===== src/rtl/v74x148_irq_encoder.sv =====
// v74x148_irq_encoder: registered 8-line falling-edge priority encoder with valid/ack handshake,
// overrun tracking and 74x148-style group outputs.
module v74x148_irq_encoder #(
    parameter int NREQ  = 8,
    parameter int AW    = 3,
    parameter int MISSW = 4
) (
    input  logic             CLK,
    input  logic             RESET,
    input  logic             EI_L,
    input  logic [NREQ-1:0]  I_L,
    input  logic             ACK,
    output logic [AW-1:0]    A,
    output logic             VALID,
    output logic             GS_L,
    output logic             EO_L,
    output logic             OVR,
    output logic [MISSW-1:0] MISS
);
    typedef enum logic {IDLE, PRESENT} state_t;
    state_t state, state_nx;
    logic [NREQ-1:0] iq, pend, fall, clr;
    logic [AW-1:0] top, a_nx;
    logic valid_nx, ovr_ev;
    assign fall   = iq & ~I_L;
    assign clr    = (state == PRESENT && ACK) ? (NREQ'(1) << A) : '0;
    assign ovr_ev = |(fall & pend & ~clr);
    assign GS_L   = ~(~EI_L & |pend);
    assign EO_L   = ~(~EI_L & ~|pend);
    // Ascending scan so the highest set bit is the one left standing.
    always_comb begin
        top = '0;
        for (int i = 0; i < NREQ; i++)
            if (pend[i]) top = AW'(i);
    end
    always_comb begin
        state_nx = state;
        a_nx     = A;
        valid_nx = VALID;
        if (state == IDLE && !EI_L && |pend) begin
            state_nx = PRESENT;
            a_nx     = top;
            valid_nx = 1'b1;
        end else if (state == PRESENT && ACK) begin
            state_nx = IDLE;
            valid_nx = 1'b0;
        end
    end
    always_ff @(posedge CLK or posedge RESET) begin
        if (RESET) begin
            state <= IDLE;
            iq    <= '1;
            pend  <= '0;
            A     <= '0;
            VALID <= 1'b0;
            OVR   <= 1'b0;
            MISS  <= '0;
        end else begin
            state <= state_nx;
            iq    <= I_L;
            pend  <= (pend & ~clr) | fall;
            A     <= a_nx;
            VALID <= valid_nx;
            OVR   <= OVR | ovr_ev;
            MISS  <= (ovr_ev && MISS != '1) ? MISS + 1'b1 : MISS;
        end
    end
endmodule


===== config.mk =====
export PLATFORM = sky130hd
export DESIGN_NAME = v74x148_irq_encoder
export DESIGN_NICKNAME = d
export VERILOG_FILES = /design/src/rtl/v74x148_irq_encoder.sv
export SDC_FILE = /design/constraint.sdc
export NUM_CORES = 1
export LEC_CHECK = 0
export ABC_AREA = 1
export CELL_PAD_IN_SITES_DETAIL_PLACEMENT = 1
export CELL_PAD_IN_SITES_GLOBAL_PLACEMENT = 1
export CORE_MARGIN = 1.5
export CORE_UTILIZATION = 33
export CTS_CLUSTER_DIAMETER = 30
export DETAILED_ROUTE_END_ITERATION = 12
export PLACE_DENSITY = 0.71
export SYNTH_ARGS = -nofsm -noshare
export SYNTH_HDL_FRONTEND = slang
export SYNTH_SLANG_ARGS = --single-unit

===== constraint.sdc =====
create_clock -name CLK -period 1.3 [get_ports CLK]
set_input_delay 0.195 -clock CLK [delete_from_list [all_inputs] [get_ports CLK]]
set_output_delay 0.195 -clock CLK [all_outputs]
set_load 0.01 [all_outputs]

## Word level (Yosys, flattened, before mapping)

Cells that the tools add are included.

| storage, ports and cells | value |
|---|---|
| register bits | 25 |
| bits of input ports | 12 |
| word-level logic and storage cells | 42 |

| cells by class | value |
|---|---|
| add/subtract/negate cells | 1 |
| eq/ne operators | 1 |
| shift-type cells | 1 |
| muxes and demuxes | 10 |
| bitwise logic cells | 14 |
| reductions and logical operators | 9 |

Operator list:

| operator | number |
|---|---|
| AND 8 bit | 4 |
| NOT 8 bit | 2 |
| OR reduction 8 bit | 2 |
| two-way mux 3 bit | 4 |
| two-way mux 8 bit | 1 |
| OR 8 bit | 1 |
| left shift 1 x 3 -> 8 bit, first input constant | 1 |
| adder 4 x 1 -> 4 bit, second input constant | 1 |
| logical AND 1 bit | 4 |
| two-way mux 2 bit | 2 |
| inequality test 4 bit, second input constant | 1 |
| NOT 1 bit | 4 |
| two-way mux 1 bit | 3 |
| AND 1 bit | 2 |
| logical NOT 1 bit | 2 |
| nonzero test 2 bit | 1 |
| OR 1 bit | 1 |

## Logic depth before layout (Yosys ltp)

| depth | value |
|---|---|
| word-level depth | 7 |
| depth in mapped cells | 10 |
| mapped depth without buffers | 10 |

## Worst setup path after synthesis

No wires, ideal clock.

| path | value |
|---|---|
| path kind | register to register |
| start | reg pend[3] |
| end | reg A[1] |
| arrival time | 1,279 ps |
| data required time | 1,166 ps |
| path slack | -113 ps |
| cell stages (with the launch flop) | 7 |
| path buffers | 0 |
| period minus slack after synthesis | 1,413 ps |
| cell sequence | dfrtp_1 -> nor2_1 -> nand3_1 -> o21ai_0 -> nor2_1 -> o21ai_0 -> o21ai_0 |

| between the ends | value |
|---|---|
| longest elaborated chain between the ends | 5 |
| elaborated cells on any way between the ends | 7 |
| those cells by class | 5 x mux; 2 x reduce/logical |

RTL lines:

| item | line | text |
|---|---|---|
| start, declared | 22 | `logic [NREQ-1:0] iq, pend, fall, clr;` |
| start signal, assigned | 61 | `pend <= (pend & ~clr) \| fall;` |
| two-way mux 2 bit | 34 | `if (pend[i]) top = AW'(i);` |
| two-way mux 3 bit (4 in a row) | 34 |  |
| end signal, assigned | 62 | `A <= a_nx;` |
| end, declared | 13 | `output logic [AW-1:0] A,` |

Several ways; a longest one is shown, not always the timed one.
A chain may end at the register's enable or synchronous reset.

## Final worst setup path

| path | value |
|---|---|
| start | reg state |
| end | reg OVR |

| between the ends | value |
|---|---|
| longest elaborated chain between the ends | 6 |

RTL lines:

| item | line | text |
|---|---|---|
| start, declared | 21 | `state_t state, state_nx;` |
| start signal, assigned | 59 | `state <= state_nx;` |
| logical AND 1 bit | 26 | `assign clr = (state == PRESENT && ACK) ? (NREQ'(1) << A) : '0;` |
| two-way mux 8 bit | 26 |  |
| NOT 8 bit | 27 | `assign ovr_ev = \|(fall & pend & ~clr);` |
| AND 8 bit | 27 |  |
| OR reduction 8 bit | 27 |  |
| OR 1 bit | 64 | `OVR <= OVR \| ovr_ev;` |
| end signal, assigned | 64 |  |
| end, declared | 17 | `output logic OVR,` |

No other way between the ends.

==> impl.org <==
** Timing
- Dividing the final minimum period by the clock period gives 117%.
- Max-slew violation total from the final report :: 0
- For the pin with the worst max-slew slack, the measured transition is 251 ps.
- Worst-case clock skew :: 4.62 ps
- The smallest clock period supported by the final layout is computed as 1520 ps.
- Worst path setup slack after routing :: -219 ps
- Setup repair after global routing could not meet its margin everywhere.
- Derived from the worst setup path, the maximum achievable clock frequency is 658 MHz.
- Setup violations remaining at the end of the flow were counted as 8.
- Final hold analysis gives a worst-case slack of 184 ps.
- Measured against its own limit, the worst slew margin works out to 83.2%.
- Setup total negative slack on the finished layout was measured at -1330 ps.
- Hold Fails Final Rpt :: 0

** Synthesis
- dfrtp_1 takes more of the synthesized area than any other cell.
- Number of register bits inferred by synthesis :: 25
- Number of different library cells in the post-synthesis netlist :: 18
- Biggest area contributors in the synthesized netlist :: dfrtp_1, dfstp_2, nand2_1, inv_1, nor2_1
- Synthesis handed over a netlist of 147 instances.
- In this run the cell area of the synthesized design comes to 0.00117 mm².
- Register area share after synthesis :: 54.4%
- Mean cell area of the mapped netlist :: 7.94 µm²
- In this run, synthesis inferred 0 flip-flops with an integrated enable.
- Area share of the largest cell type after synthesis :: 36.4%
- For this run, asynchronously set or reset flops after synthesis account for 100%.
- Primary FF master, synth :: dfrtp_1
- Counting instances in the post-synthesis netlist gives the leading cell types as nand2_1, inv_1, dfrtp_1, nor2_1.
- During synthesis, Yosys emitted a total of 0 warnings.
- The number of nets handed over by synthesis was 160.
- Yosys instantiated no cell more often than nand2_1.

** Power
- The share of total power dissipated in sequential elements is 34.9%.
- Power dissipated by switching net loads :: 1.30 mW
- The analysis attributes to cell leakage a power of 0.965 nW.
- IR analysis of the VDD net gives a maximum drop of 1.00 mV.
- The internal power of the cells totals 2.02 mW.
- Combinational logic is responsible for 54.2% of the overall power.
- In this run, the clock network consumes 10.9% of the power.
- Net switching is 39.1% of the power.
- Power spread over the standard cell area amounts to 1810 mW/mm².
- Total power after layout :: 3.32 mW

** Critical path
- Delay of the slowest critical-path stage :: 390 ps
- Worst path required time :: 1520 ps
- The worst setup path is captured at a register.
- The number of buffers and inverters on the critical path is 1.
- The setup path with the least slack is of type reg -> reg.
- Walking the worst path, the cells encountered are buf_4 -> nand2_4 -> nor2_4 -> nand2_1 -> nand2_1 -> nand2_1 -> nor2_1 -> nand2_2 -> or2_1.
- The worst setup path is launched from a register.
- Critical path arrival :: 1740 ps
- Critical path's top delay family :: simple AND/OR/NAND/NOR gates
- Among the stages of the critical path, the cell type that occurs most often is nand2_1.
- The largest individual stage delay along the critical path comes from the cell dfrtp_1.
- In this run the worst path has a maximum fanout of 6.

** Clocking
- CTS built an H-tree with a depth of 1.
- CTS buffer count :: 3
- Clock transition time at the flip-flop clock pins of the worst setup and hold paths :: 140 ps
- Clock tree synthesis found a total of 25 sinks.
- Post-CTS Hold Fix Bufs :: 0
- CTS tree :: yes
- Deepest clock path buffer count :: 2
- Clock latency on the worst-skew pair, taken at its later pin, is 320 ps.
- In this run the clock root is driven by a clkbuf_4.

** Run
- The tool flagged a number of max-cap violations equal to 0.

** Route
- The detail route stage leaves a number of antenna-violating nets equal to 0.
- Wires add up to 3370 µm.
- DR WL/cell :: 13.2 µm
- Using the TritonRoute via totals, the vias-per-cell ratio works out to 4.52.
- Summing over every cut layer, the via total after detailed routing is 1157.
- For this block, the initial DRC count from the detailed router was 34.
- Router iterations before antenna repair :: 4
- In the routed design, unresolved DRC markers number 0.

** Floorplanning
- The floorplan has 21 rows.
- Horizontal extent of the die :: 62.5 µm
- 23 I/O pins were placed.
- The die covers 0.00390 mm².
- The floorplan step defined a core boundary enclosing 0.00336 mm².
- Die height :: 62.5 µm
- Initial cell density of the core :: 34.7%

** Cells and area
- Util after Layout :: 54.5%
- The number of antenna diodes in the final layout is 0.
- The multi-input combinational cells in the finished layout cover a total of 533 µm².
- Area taken by flip-flops and latches :: 636 µm²
- After filler insertion, the fill cell instance count of the layout stands at 447.
- Ratio of cells with drive above 1 in the final layout :: 35.7%
- From synthesis to final layout, the design area changed by 57.0%.
- In the final design database the tool counted 224 nets.

** Run status
- Outcome :: complete, but fails checks
- Failing checks :: setup timing

** Placed design
- The count of buffers added on input and output ports is 22.
- The wire-length estimate of the detail-placed layout is 2310 µm.
- GPL Wtd Cong :: 0.806
- Pre-CTS WS :: -416 ps

** GRT
- The via count of the first global-routing pass is 1276.
- Global routing finished with a remaining overflow of 0.
- The number of antenna violations at the first check in global routing came to 0.
- Entering global routing, the biggest net connects 26 pins.
- For this run, the total global-route usage over all layers was measured as 18.5%.
- The first global-routing pass estimated 5770 µm of wire.

** Worst hold path
- Path type of the worst min-delay path :: in -> async
-- worst paths after layout --
kind | cells past startpoint | to | startpoint | slack, ps
max in group asynchronous | 3 | iq[2] | RESET | 890
min | 3 | pend[4] | RESET | 180
max | 9 | OVR | state | -220
min in group CLK | 1 | iq[4] | I_L[4] | 280
max reg2reg | 9 | OVR | state | -220
min reg2reg | 1 | OVR | OVR | 470
-- cell type report --
class	instances	share of cell area, %
Multi-Input combinational cell	99	29.1
Sequential cell	25	34.7
Timing Repair Buffer	59	26.9
Tap cell	46	3.14
Clock inverter	1	0.273
Inverter	23	4.71
Clock buffer	3	1.23
-- tightest hold or removal path, cell delays in order --
cell,delay [ps]
clkdlybuf4s50_1,400
inv_1,90
buf_12,190
-- per-layer routing --
metal	track usage [%]	part of all wire (%)	up-vias	wire length (µm)
met5	0	0	-	0
met4	7.22	1.1	0	36
met2	33.7	56	21	1890
met3	2.34	2.2	4	74
met1	22.2	41	564	1370
li1	-	-	568	-
-- cells by family after synthesis --
family / Yosys count / share of synthesized area, %
flops: 25 / 54.4
buf+inv: 23 / 7.40
xor+xnor: 2 / 1.50
compound gates: 11 / 5.14
fa+ha+maj: 1 / 1.07
simple gates: 85 / 30.4
-- cells in the final DEF, fill, tap and decap left out, types with 3 or more instances in the layout --
master           count
nand2_1             52
clkbuf_4             3
nor2_2               5
nor2_4               5
nor2_1               9
buf_4               35
clkdlybuf4s50_1     11
nand3_1              6
inv_1               22
dlygate4sd2_1        6
dfrtp_1             17
dfstp_2              8
-- flip-flops by register name, indices dropped and copies added, names as in the netlist --
register	flops
iq	8
MISS	4
state	1
A	3
pend	8
OVR	1
-- through the flow --
stage,area [µm²],instances
floorplan,1170,147
global placement,1620,237
detailed placement,1620,237
CTS,1760,252
global route,1830,256
finish,1830,256
-- power by group through the flow --
stage | clock (mW) | sequential (mW) | combinational (mW)
floorplan | 0 | 1.26 | 0.582
global placement | 0 | 1.20 | 1.29
detailed placement | 0 | 1.21 | 1.35
CTS | 0.379 | 1.13 | 1.64
global route | 0.411 | 1.19 | 1.98
finish | 0.361 | 1.16 | 1.80
-- timing repair --
item,CTS,global route
gates resized for setup,36,14
setup endpoints to repair,20,14
setup buffers,12,4
pin swaps,7,5
Note: power is estimated with default switching activity, not from simulation.
